File: config.mk
export PLATFORM = sky130hd
export DESIGN_NAME = regfile_dump
export DESIGN_NICKNAME = d
export VERILOG_FILES = /design/src/rtl/regfile_dump.sv
export SDC_FILE = /design/constraint.sdc
export NUM_CORES = 2
export LEC_CHECK = 0
export CORE_MARGIN = 1
export CORE_UTILIZATION = 56
export CTS_CLUSTER_DIAMETER = 100
export DETAILED_ROUTE_END_ITERATION = 16
export HOLD_SLACK_MARGIN = 0.06
export PLACE_DENSITY_LB_ADDON = 0.3
export SETUP_SLACK_MARGIN = 0.02
export SLEW_MARGIN = 10
export SYNTH_ARGS = -nofsm -noshare
export SYNTH_HDL_FRONTEND = slang
export SYNTH_SLANG_ARGS = --single-unit
export TNS_END_PERCENT = 10
File: constraint.sdc
create_clock -name clk -period 46.1 [get_ports clk]
set_input_delay 6.915 -clock clk [delete_from_list [all_inputs] [get_ports clk]]
set_output_delay 6.915 -clock clk [all_outputs]
set_load 0.005 [all_outputs]
File: src/rtl/regfile_dump.sv
// Integer register file with two combinational read ports, one write port and
// a ready/valid dump engine that streams every register out in index order.
module regfile_dump #(
    parameter int unsigned XLEN     = 32,
    parameter int unsigned NREG     = 32,
    parameter bit          ZERO_REG = 1'b1,
    parameter bit          BYPASS   = 1'b1,
    localparam int unsigned AW      = $clog2(NREG)
) (
    input  logic            clk,
    input  logic            reset,
    input  logic [AW-1:0]   rs1_addr,
    input  logic [AW-1:0]   rs2_addr,
    output logic [XLEN-1:0] rs1_data,
    output logic [XLEN-1:0] rs2_data,
    input  logic            we,
    input  logic [AW-1:0]   rd_addr,
    input  logic [XLEN-1:0] rd_data,
    input  logic            dump_start,
    output logic            dump_valid,
    input  logic            dump_ready,
    output logic [AW-1:0]   dump_idx,
    output logic [XLEN-1:0] dump_data,
    output logic            dump_last,
    output logic            dump_busy,
    output logic            dump_done
);

    typedef enum logic [1:0] {
        IDLE   = 2'd0,
        STREAM = 2'd1,
        DONE   = 2'd2
    } state_e;

    logic [XLEN-1:0] regs_q [NREG];
    logic            wr_en;

    state_e          state_q;
    logic [AW-1:0]   idx_q;
    logic [XLEN-1:0] data_q;
    logic            valid_q;
    logic            last_q;
    logic            busy_q;
    logic            done_q;

    logic [AW-1:0]   cap_idx_d;
    logic [XLEN-1:0] cap_data_d;

    // Forwarded read shared by both read ports and the dump capture path.
    function automatic logic [XLEN-1:0] fwd(
        input logic [AW-1:0]   a,
        input logic [XLEN-1:0] stored,
        input logic            w,
        input logic [AW-1:0]   wa,
        input logic [XLEN-1:0] wd
    );
        if (ZERO_REG && a == '0)
            return '0;
        else if (BYPASS && w && wa == a)
            return wd;
        else
            return stored;
    endfunction

    assign wr_en = we && !(ZERO_REG && rd_addr == '0);

    always_ff @(posedge clk or posedge reset) begin
        if (reset) begin
            for (int unsigned i = 0; i < NREG; i++)
                regs_q[i] <= '0;
        end else if (wr_en) begin
            regs_q[rd_addr] <= rd_data;
        end
    end

    assign rs1_data = fwd(rs1_addr, regs_q[rs1_addr], wr_en, rd_addr, rd_data);
    assign rs2_data = fwd(rs2_addr, regs_q[rs2_addr], wr_en, rd_addr, rd_data);

    always_comb begin
        cap_idx_d  = (state_q == IDLE) ? '0 : idx_q + 1'b1;
        cap_data_d = fwd(cap_idx_d, regs_q[cap_idx_d], wr_en, rd_addr, rd_data);
    end

    // Status flags are registered alongside the state so they switch cleanly on the edge.
    always_ff @(posedge clk or posedge reset) begin
        if (reset) begin
            state_q <= IDLE;
            idx_q   <= '0;
            data_q  <= '0;
            valid_q <= 1'b0;
            last_q  <= 1'b0;
            busy_q  <= 1'b0;
            done_q  <= 1'b0;
        end else begin
            done_q <= 1'b0;
            case (state_q)
                IDLE: begin
                    if (dump_start) begin
                        state_q <= STREAM;
                        idx_q   <= cap_idx_d;
                        data_q  <= cap_data_d;
                        valid_q <= 1'b1;
                        last_q  <= 1'b0;
                        busy_q  <= 1'b1;
                    end
                end
                STREAM: begin
                    if (dump_ready) begin
                        if (last_q) begin
                            state_q <= DONE;
                            valid_q <= 1'b0;
                            last_q  <= 1'b0;
                            done_q  <= 1'b1;
                        end else begin
                            idx_q  <= cap_idx_d;
                            data_q <= cap_data_d;
                            last_q <= (cap_idx_d == AW'(NREG - 1));
                        end
                    end
                end
                DONE: begin
                    state_q <= IDLE;
                    busy_q  <= 1'b0;
                end
                default: begin
                    state_q <= IDLE;
                    valid_q <= 1'b0;
                    last_q  <= 1'b0;
                    busy_q  <= 1'b0;
                end
            endcase
        end
    end

    assign dump_valid = valid_q;
    assign dump_idx   = idx_q;
    assign dump_data  = data_q;
    assign dump_last  = last_q;
    assign dump_busy  = busy_q;
    assign dump_done  = done_q;

endmodule

==> results.md <==
* MaxCap Viol Count at 0
* Clock skew at ~0.038 ns
* Clk buf depth at 3
* Remaining DRCs at 0
* Hpwl dp at 135.5 mm
* Root buffer cell: clkbuf_16
* Outcome: complete, no violations
* Largest net degree at the start of global routing at around 170
* Die area at 120,600 um^2
* Setup CP Type: input pin to output port
* First-pass GRT wire length at 359.6 mm
* Worst setup EP type: output port
* Final worst-path cycle share at 0.3989
* Fin cells at 6,469
* Layout cell share with drive strength beyond 1 at 0.4207
* Die H at 347.2 um
* Clock sink total at 1,067
* Final Critical Period at around 18 ns
* Async SR Flop Fraction at 1.000
* Origin of the critical flop-to-flop path: dump_idx[0]
* Crit Path Max Fanout at between 50 and 60
* DRT iter0 DRCs at 7,578
* Syn-to-layout area delta at 9.774%
* Pwr per Cell Area at 59.09 nW/um^2
* R2R Path End: dump_data[31]
* Starting Density at 0.5653
* Mapped Nets at 5,086
* Synth cell types at 75
* Critical path launch point type: input pin
* Reg clk slew, reported paths at roughly 0.070 ns
* CTS tree: yes
* Max Clock Freq at 54.37 MHz
* Hold-fix buffers, CTS at 0
* Hold Vio Cnt, Final at 0
* Hold Path End: regs_q[1002]
* Post-Place Cells at 6,245
* Xor/xnor share of the synthesized area at 0.002081
* R2R cell count at 8
* Final setup fails at 0
* Boundary Pins at 157
* Routed Antenna Nets at 0
* CP Data Arrival Time at 11.48 ns
* Core area at 118,100 um^2
* HP Class: register to register
* Synth Area in Simple Gates at 0.03361
* Flop and latch count out of synthesis at between 1k and 1.5k
* Grt total ovfl at 0
* Worst VDD drop at 77.42 uV
* Seq/Total Area, Yosys at 0.4000
* CTS resizes at 0
* Worst Hold Launch: regs_q[1002]
* IO buf count at roughly 160
* Row count at between 100 and 150
* Routed vias at 51.53k
* Avg Cell Area, Syn at 13.26 um^2
* Synth Area in Compound Gates at 0.09364
* Vias in the first global route at slightly above 50k
* WL/cell at between 30 and 40 um
* Largest family of logic cells by synthesized area: multiplexers
* Worst Hold Path Cells at 0
* Synth warn at 0
* H-tree lvl count at 3
* Worst Tran Pin Value at 1.413 ns
* Slew Limit Headroom at 0.05503
* TNS Setup at 0 ns
* Vias per inst at 7.966
* # nets final at 4,877
* Mapped Area at 66,750 um^2
* Required @ worst endpoint at between 30 and 40 ns
* Adder-cell area share of the yosys netlist at 0.0001875
* TritonCTS buffer count at about 110
* Total wire length at about 250 mm
* GRT Overall Usage at 0.4097
* LEAKAGE at 0.03055 uW
* Placer congestion estimate at 0.9014
* Antenna violations before repair at 11
* Post-CTS setup buffers at 0
* Primary FF master, synth: dfrtp_1
* Worst skew pair latency at 0.75 ns
* Slew Viols, Final at 0
* Post-Syn Instances at between 5k and 6k
* EDFF count, synth at 0
* Total power at 4330 uW
* Mux cell area share after synthesis at 0.4321
* Setup repair after global routing missed its margin: no
* DRT Pass-1 Iters at 6
* R2r setup slk at 41.05 ns
* Die span in x at 347.2 um
synth_stat cells, drive strengths merged, types with 12 or more instances:
library cell  count  share of area
a211oi          128          0.014
a21boi           12         0.0013
a21oi            52         0.0039
a221o            16         0.0024
a221oi           39         0.0051
a22oi            20         0.0022
a2bb2oi          48         0.0063
a32oi            20         0.0026
buf             265          0.018
clkbuf          348          0.020
dfrtp          1067           0.40
mux2           1067           0.18
mux2i           365          0.055
mux4            585           0.20
nand2           144         0.0081
nand2b           29         0.0027
nand3            15         0.0011
nor2            162         0.0091
nor2b            43         0.0040
nor3             34         0.0026
o211ai           24         0.0028
o21a             22         0.0025
o21ai           104         0.0078
o221ai           80          0.010
o22a             12         0.0016
o22ai            74         0.0069
o2bb2ai          38         0.0050
o311ai           38         0.0050
o31ai            21         0.0024
or3              16         0.0015
or4              12         0.0013
cells by family (layout without fill, tap and decap cells):
logic type                 after synthesis  after routing
muxes                                 2017           2017
DFF                                   1067           1067
AOI/OAI and AO/OA                      828            828
buffers and inverters                  620            507
and+or+nand+nor                        485            485
xor gates and xnor gates                15             15
adders and majority gates                1              1
other                                    0             13
cells in the final DEF (no fill, tap or decap), drive strengths merged, types with 10 or more instances in the layout:
cell type and n:
a32oi 20, nand2b 29, clkdlybuf4s50 144, o22ai 74
o221a 11, nor3 34, o221ai 80, dfrtp 1067
a22oi 20, o2bb2ai 38, or3 16, bufinv 16
o211ai 24, nor2 162, o31ai 21, mux2 1067
mux2i 365, buf 144, mux4 585, o21ai 104
clkinvlp 13, a2bb2oi 48, o22a 12, o21a 22
o311ai 38, nand3 15, a221o 16, a211oi 128
diode 13, nand2 144, or4 12, inv 10
a21boi 12, a221oi 39, a21oi 52, clkinv 25
nor2b 43, clkbuf 155
final cells by class:
type | count | area (um^2)
Clock buffer | 154 | 3293
Tap cell | 1536 | 1922
Inverter | 7 | 37.54
Sequential cell | 1067 | 26700
Multi-Input combinational cell | 3346 | 37880
Antenna cell | 13 | 32.53
Fill cell | 8824 | 44810
Clock inverter | 57 | 784.5
Timing Repair Buffer | 289 | 2615
critical path, cell delays in order:
cell	delay (ns)
buf_8	0.55
buf_4	0.82
buf_4	0.91
mux4_2	0.59
mux4_2	0.47
mux2i_1	0.43
a211oi_1	0.14
clkdlybuf4s50_1	0.49
where the power goes:
group	internal [uW]	switching (uW)
combinational	814	1170
clock	590	418
sequential	1120	212
total	2530	1800
state kept, by name (all words and copies together) (netlist names):
signal / flops
dump_last: 1
regs_q: 1024
dump_done: 1
state_q: 2
dump_valid: 1
dump_busy: 1
dump_data: 32
dump_idx: 5
worst max path at each step:
stage / startpoint / endpoint
6_report: rs2_addr[0] / rs2_data[17]
5_1_grt: rs2_addr[0] / rs2_data[17]
4_1_cts: rs2_addr[0] / rs2_data[17]
3_5_place_dp: rs2_addr[0] / rs2_data[17]
3_3_place_gp: rs2_addr[0] / rs2_data[21]
2_1_floorplan: reset / dump_busy
stage by stage:
| stage | utilization | setup slack, ns | hold slack [ns] | cell area, um^2 |
|---|---|---|---|---|
| after floorplan | - | 9.149 | 0.4726 | 66750 |
| after global placement | 0.5857 | 27.72 | 0.4212 | 69160 |
| after detailed placement | 0.5857 | 27.71 | 0.4283 | 69160 |
| after CTS | 0.6203 | 27.70 | 0.4426 | 73240 |
| after global routing | 0.6203 | 27.45 | 0.4604 | 73240 |
| final | 0.6205 | 27.71 | 0.4462 | 73270 |
routing by layer:
metal  wire [um]  share of wire  up-vias  track usage
met5          56        0.00023        -            0
met4       20080          0.081        8       0.2814
met3       34960           0.14     1227       0.1473
met2      105900           0.43     4413       0.5903
met1       85920           0.35    26390       0.5168
li1            -              -    19490            -
Power figures use the tool's default switching activity.
